--- config.mk ---
export PLATFORM = sky130hd
export DESIGN_NAME = svm_modality_sched
export DESIGN_NICKNAME = d
export VERILOG_FILES = /design/src/rtl/svm_modality_sched_pkg.sv /design/src/rtl/svm_ts_fifo.sv /design/src/rtl/svm_modality_sched.sv
export SDC_FILE = /design/constraint.sdc
export NUM_CORES = 2
export LEC_CHECK = 0
export CAP_MARGIN = 20
export CORE_AREA = 2 2 384 386
export CTS_CLUSTER_SIZE = 8
export DETAILED_ROUTE_END_ITERATION = 12
export DIE_AREA = 0 0 386 388
export SYNTH_ARGS = -nofsm -noshare
export SYNTH_HDL_FRONTEND = slang
export SYNTH_HIERARCHICAL = 1
export SYNTH_SLANG_ARGS = --single-unit
--- constraint.sdc ---
create_clock -name clk -period 7.6 [get_ports clk]
set_input_delay 1.14 -clock clk [delete_from_list [all_inputs] [get_ports clk]]
set_output_delay 1.14 -clock clk [all_outputs]
set_load 0.05 [all_outputs]
--- src/rtl/svm_modality_sched_pkg.sv ---
`default_nettype none
// svm_modality_sched_pkg: issue-FSM states and sizing helper shared by the SVM front-end scheduler.
// Revision: 1.0
package svm_modality_sched_pkg;

  typedef enum logic [1:0] {
    IDLE   = 2'd0,
    SEND_V = 2'd1,
    SEND_A = 2'd2
  } issue_state_t;

  function automatic int ceil_log2(input int value);
    int r;
    r = 0;
    while ((1 << r) < value) r++;
    return r;
  endfunction

endpackage
`default_nettype wire

--- src/rtl/svm_ts_fifo.sv ---
`default_nettype none
// svm_ts_fifo: synchronous circular FIFO for in-flight sample timestamp entries.
// Revision: 1.0
module svm_ts_fifo
  import svm_modality_sched_pkg::*;
#(
  parameter int DW    = 24,
  parameter int DEPTH = 2,
  parameter int CW    = 2
) (
  input  logic          clk,
  input  logic          rst,
  input  logic          push,
  input  logic [DW-1:0] din,
  input  logic          pop,
  output logic [DW-1:0] dout,
  output logic          full,
  output logic          empty,
  output logic [CW-1:0] count
);

  localparam int PW = (DEPTH > 1) ? ceil_log2(DEPTH) : 1;

  logic [DW-1:0] mem [DEPTH];
  logic [PW-1:0] wr_ptr;
  logic [PW-1:0] rd_ptr;
  logic          do_push;
  logic          do_pop;

  // Pointers wrap explicitly so non-power-of-two depths stay in range.
  function automatic logic [PW-1:0] bump(input logic [PW-1:0] p);
    return (p == PW'(DEPTH - 1)) ? '0 : p + PW'(1);
  endfunction

  assign full    = (count == CW'(DEPTH));
  assign empty   = (count == '0);
  assign do_push = push && !full;
  assign do_pop  = pop && !empty;
  assign dout    = mem[rd_ptr];

  always_ff @(posedge clk) begin
    if (do_push) mem[wr_ptr] <= din;
  end

  always_ff @(posedge clk) begin
    if (rst) begin
      wr_ptr <= '0;
      rd_ptr <= '0;
      count  <= '0;
    end else begin
      if (do_push) wr_ptr <= bump(wr_ptr);
      if (do_pop)  rd_ptr <= bump(rd_ptr);
      case ({do_push, do_pop})
        2'b10:   count <= count + CW'(1);
        2'b01:   count <= count - CW'(1);
        default: count <= count;
      endcase
    end
  end

endmodule
`default_nettype wire

--- src/rtl/svm_modality_sched.sv ---
`default_nettype none
// svm_modality_sched: issues valence then arousal vectors to the SVM, bounds in-flight samples
// and returns each result with its sample ID and valence-issue-to-result latency. Revision: 1.0
module svm_modality_sched
  import svm_modality_sched_pkg::*;
#(
  parameter int NBITS            = 16,
  parameter int F_WIDTH          = 20,
  parameter int MAX_INFLIGHT     = 2,
  parameter int LOG_MAX_INFLIGHT = ceil_log2(MAX_INFLIGHT + 1),
  parameter int ID_W             = 8,
  parameter int CYC_W            = 16
) (
  input  logic                        clk,
  input  logic                        rst,
  input  logic [NBITS*F_WIDTH-1:0]    s_v_features,
  input  logic [NBITS*F_WIDTH-1:0]    s_a_features,
  input  logic                        s_valid,
  output logic                        s_ready,
  output logic [NBITS*F_WIDTH-1:0]    svm_in_features,
  output logic                        svm_fin_valid,
  input  logic                        svm_fin_ready,
  input  logic                        svm_valence,
  input  logic                        svm_arousal,
  input  logic                        svm_dout_valid,
  output logic                        svm_dout_ready,
  output logic                        r_valence,
  output logic                        r_arousal,
  output logic [ID_W-1:0]             r_id,
  output logic [CYC_W-1:0]            r_latency,
  output logic                        r_valid,
  input  logic                        r_ready,
  output logic [LOG_MAX_INFLIGHT-1:0] inflight,
  output logic                        err_orphan
);

  localparam int FW = NBITS * F_WIDTH;
  localparam int OW = LOG_MAX_INFLIGHT + 1;

  typedef struct packed {
    logic [ID_W-1:0]  id;
    logic [CYC_W-1:0] t_start;
  } ts_entry_t;

  issue_state_t     state;
  issue_state_t     state_n;
  logic [FW-1:0]    v_cap;
  logic [FW-1:0]    a_cap;
  logic [CYC_W-1:0] cyc;
  logic [CYC_W-1:0] t_start;
  logic [ID_W-1:0]  id_ctr;
  ts_entry_t        push_entry;
  ts_entry_t        pop_entry;
  logic             fifo_full;
  logic             fifo_empty;
  logic             pending_push;
  logic [OW-1:0]    occupancy;
  logic             s_hs;
  logic             v_hs;
  logic             push;
  logic             dout_hs;
  logic             pop;

  // A captured sample not yet pushed still reserves an in-flight slot.
  assign pending_push = (state != IDLE);
  assign occupancy    = {1'b0, inflight} + OW'(pending_push);
  assign s_ready      = !rst && (state == IDLE) && (occupancy < OW'(MAX_INFLIGHT));
  assign s_hs         = s_valid && s_ready;
  assign v_hs         = (state == SEND_V) && svm_fin_ready;
  assign push         = (state == SEND_A) && svm_fin_ready && !fifo_full;

  assign svm_dout_ready = !rst && (!r_valid || r_ready);
  assign dout_hs        = svm_dout_valid && svm_dout_ready;
  assign pop            = dout_hs && !fifo_empty;

  assign push_entry = '{id: id_ctr, t_start: t_start};

  always_ff @(posedge clk) begin
    if (rst) state <= IDLE;
    else     state <= state_n;
  end

  always_comb begin
    state_n         = state;
    svm_fin_valid   = 1'b0;
    svm_in_features = '0;
    case (state)
      IDLE: begin
        if (s_hs) state_n = SEND_V;
      end
      SEND_V: begin
        svm_fin_valid   = 1'b1;
        svm_in_features = v_cap;
        if (svm_fin_ready) state_n = SEND_A;
      end
      SEND_A: begin
        svm_fin_valid   = 1'b1;
        svm_in_features = a_cap;
        if (svm_fin_ready) state_n = IDLE;
      end
      default: state_n = IDLE;
    endcase
  end

  always_ff @(posedge clk) begin
    if (rst) begin
      cyc        <= '0;
      t_start    <= '0;
      id_ctr     <= '0;
      v_cap      <= '0;
      a_cap      <= '0;
      r_valid    <= 1'b0;
      r_valence  <= 1'b0;
      r_arousal  <= 1'b0;
      r_id       <= '0;
      r_latency  <= '0;
      err_orphan <= 1'b0;
    end else begin
      cyc <= cyc + CYC_W'(1);
      if (s_hs) begin
        v_cap <= s_v_features;
        a_cap <= s_a_features;
      end
      if (v_hs) t_start <= cyc;
      if (push) id_ctr <= id_ctr + ID_W'(1);
      if (pop) begin
        r_valence <= svm_valence;
        r_arousal <= svm_arousal;
        r_id      <= pop_entry.id;
        r_latency <= cyc - pop_entry.t_start;
        r_valid   <= 1'b1;
      end else if (r_ready) begin
        r_valid <= 1'b0;
      end
      // A result with nothing outstanding is swallowed and flagged.
      if (dout_hs && fifo_empty) err_orphan <= 1'b1;
    end
  end

  svm_ts_fifo #(
    .DW   (ID_W + CYC_W),
    .DEPTH(MAX_INFLIGHT),
    .CW   (LOG_MAX_INFLIGHT)
  ) u_ts_fifo (
    .clk  (clk),
    .rst  (rst),
    .push (push),
    .din  (push_entry),
    .pop  (pop),
    .dout (pop_entry),
    .full (fifo_full),
    .empty(fifo_empty),
    .count(inflight)
  );

endmodule
`default_nettype wire

==> impl_metrics.py <==
metrics = {
    "yosys": {
        "synth-seq-cells": 763,
        "synth-edff-count": 48,
        "synth-warning-count": 6,
        "ys_seq_area_share_pct": 47.0,
        "synth_cell_types": 54,
        "syn-instance-count": 4050,
        "yosys-top-cells-count": "nand2_1 (1,361), dfxtp_1 (715), nand3b_1 (643)",
        "syn_avg_cell_area_um2": 8.28,
        "synthesis.area_mm2": 0.0336,
        "syn_nets": 4722,
        "synth.top_cell.area_share_pct": 42.7,
        "yosysTopAreaCell": "dfxtp_1",
        "yosysMostFrequentCell": "nand2_1",
        "synthFlopType": "dfxtp_1",
        "ys_top_cells_by_area": "dfxtp_1 (43%), nand2_1 (15%), nand3b_1 (14%)",
        "synth-async-reset-ratio_pct": 0,
    },
    "pwr": {
        "power_frac_clock_pct": 33.1,
        "switching_power_mw": 4.60,
        "internal_power_mw": 8.76,
        "p_leak_nw": 18.7,
        "power_frac_seq_pct": 38.5,
        "switching_share_pct": 34.4,
        "ir_worst_vdd_uv": 220,
        "power_frac_comb_pct": 28.5,
        "pwr_density_cell_mw_per_mm2": 277,
    },
    "final_layout": {
        "area_delta_synth_final_pct": 43.8,
        "drive_gt1_share_pct": 3.95,
        "nFillCells": 15135,
        "fin_util_pct": 33.2,
        "fin_cells": 6838,
        "nets": 5532,
    },
    "grt": {
        "grt_pass1_wl_um": 200000,
        "antenna_found_initial": 40,
        "grt_max_degree": 257,
        "grt_overflow": 0,
        "grt_pass1_vias": 30554,
        "gr-usage-all-layers_pct": 17.5,
    },
    "route": {
        "drtIter0Drc": 2033,
        "via_per_inst": 4.63,
        "num_vias": 31670,
        "drt-pass1-iter-count": 6,
        "drcViolationCount": 0,
        "drt-total-wl_um": 138000,
        "drtAntennaViolNets": 0,
        "wire_per_inst_um": 20.2,
    },
    "place": {
        "post-place-ws_ns": 2.92,
        "hpwl_um": 95900,
        "numPortBuffers": 1000,
        "gp_congestion": 0.891,
        "dpl.cell_count": 6668,
    },
    "worst_setup_path": {
        "cp-start-kind": "flop",
        "crit_arrival_ns": 4.28,
        "critical_path_peak_fanout": 103,
        "crit_required_ns": 6.46,
        "worstSetupEndpointType": "primary output",
        "critPathKind": "reg -> out",
    },
    "floorplanning": {
        "fp.dieW_um": 386,
        "io_pins": 1001,
        "start_util_pct": 23.1,
        "core_area_mm2": 0.145,
        "row_count": 140,
        "die_area_mm2": 0.150,
        "die_y_um": 388,
    },
    "worst_hold_path": {
        "hold_class": "reg -> reg",
    },
    "sta": {
        "min_period_ns": 5.42,
        "worst_slack_ns": 2.18,
        "finalSetupViolations": 0,
        "slew_viol_final": 0,
        "fmax_ghz": 0.184,
        "fin_crit_sh_pct": 71.4,
        "relSlewSlack_pct": 23.1,
        "rsz0062_at_grt": "false",
        "hold_violations": 0,
        "whs_ns": 0.450,
        "finalSetupTns_ns": 0,
        "fin_worst_skew_ns": 0.0505,
        "worst_slew_pin_slew_ns": 1.15,
    },
    "clocking": {
        "htreeDepth": 3,
        "numCtsBuffers": 107,
        "cts_tree": "done",
        "clock_latency_ns": 0.71,
        "clock_sinks": 763,
        "cts.clk_slew.worst_paths_ns": 0.06,
        "cts.repair.resized": 0,
        "post_cts_buffers": 0,
        "postCtsHoldBufs": 0,
        "cts_max_path_buffers": 3,
        "root_buffer": "clkbuf_16",
    },
    "outcome": {
        "status": "finished, final reports clean",
    },
    "flow_run": {
        "drv_cap": 0,
    },
}
power groups by stage:
stage	sequential, mW	combinational (mW)	clock (mW)
floorplan	5.05	2.39	0
finish	5.14	3.81	4.42
global route	5.20	4.12	4.71
CTS	5.13	3.85	4.55
detailed placement	5.20	3.83	0
global placement	5.20	3.79	0
per-layer routing:
layer | track usage [%] | vias to the layer above | share of wire, %
met5 | 0 | - | 0.076
met4 | 6.66 | 16 | 3.1
met3 | 4.47 | 228 | 6.9
met2 | 28.1 | 1017 | 47
met1 | 22.3 | 15289 | 43
li1 | - | 15120 | -
critical path, stage by stage, from the launching register on:
cell,delay (ns)
dfxtp_1,0.36
inv_1,0.20
ha_4,0.68
buf_12,0.35
a22oi_1,0.44
nor2b_1,0.35
clkdlybuf4s50_1,0.91
per-stage QoR:
stage / power [mW] / instance area, um^2
after floorplan: 7.44 / 33600
after global routing: 14.0 / 48200
final: 13.4 / 48200
after CTS: 13.5 / 48200
after global placement: 9.00 / 45100
after detailed placement: 9.03 / 45200
sequential cells by signal (all words and copies together) (netlist names), named ones only:
name,flops
a_cap,320
cyc,16
err_orphan,1
id_ctr,8
r_arousal,1
r_id,8
r_latency,16
r_valence,1
r_valid,1
state,2
t_start,16
u_ts_fifo/count,2
u_ts_fifo/mem,48
u_ts_fifo/rd_ptr,1
u_ts_fifo/wr_ptr,1
v_cap,320
cells by family (layout without fill, tap and decap cells):
logic type	Yosys count	in the layout	share of synthesized area [%]
muxes	28	28	0.925
other	0	33	0
AOI/OAI and AO/OA	407	407	8.77
buffers and inverters	366	1204	4.37
and+or+nand+nor	2432	2432	37.3
adders and majority gates	24	24	0.917
DFF	763	763	47.0
xor gates and xnor gates	30	30	0.783
cell type report:
class	count	area (um^2)	area share [%]
clock buffers	131	2860	5.93
clock inverters	6	120	0.249
repair buffers	1044	10600	21.9
inverters	23	86.3	0.179
flip-flops and latches	763	15800	32.7
multi-input cells	2921	16400	34.0
well taps	1917	2400	4.97
diodes	33	82.6	0.171
cell usage in the layout (no fill, tap or decap), drive strengths merged, types with 4 or more instances in the layout:
master         count
nand2           1361
clkdlybuf4s50    999
dfxtp            715
nand3b           643
nor2b            325
a22oi            320
clkbuf           131
nor2              49
edfxtp            48
buf               45
a21oi             44
diode             33
inv               24
mux2              24
ha                23
xor2              20
nand3             14
o21ai             13
xnor2             10
nand4              9
o21a               7
or3                6
and2               5
clkinv             5
nor3               4
and3               4
mux2i              4
a211oi             4
a31oi              4
final timing paths:
path	cells past startpoint	startpoint	slack (ns)	end
setup reg to reg	9	state[0]$_SDFFE_PP0P_	3.85	u_ts_fifo/mem[0][21]$_DFFE_PP_
hold / removal	0	t_start[15]$_SDFFE_PP0P_	0.45	u_ts_fifo/mem[1][15]$_DFFE_PP_
hold reg to reg	0	t_start[15]$_SDFFE_PP0P_	0.45	u_ts_fifo/mem[1][15]$_DFFE_PP_
setup / recovery	6	state[0]$_SDFFE_PP0P_	2.18	svm_in_features[89]
(Power assumes the default switching activity.)
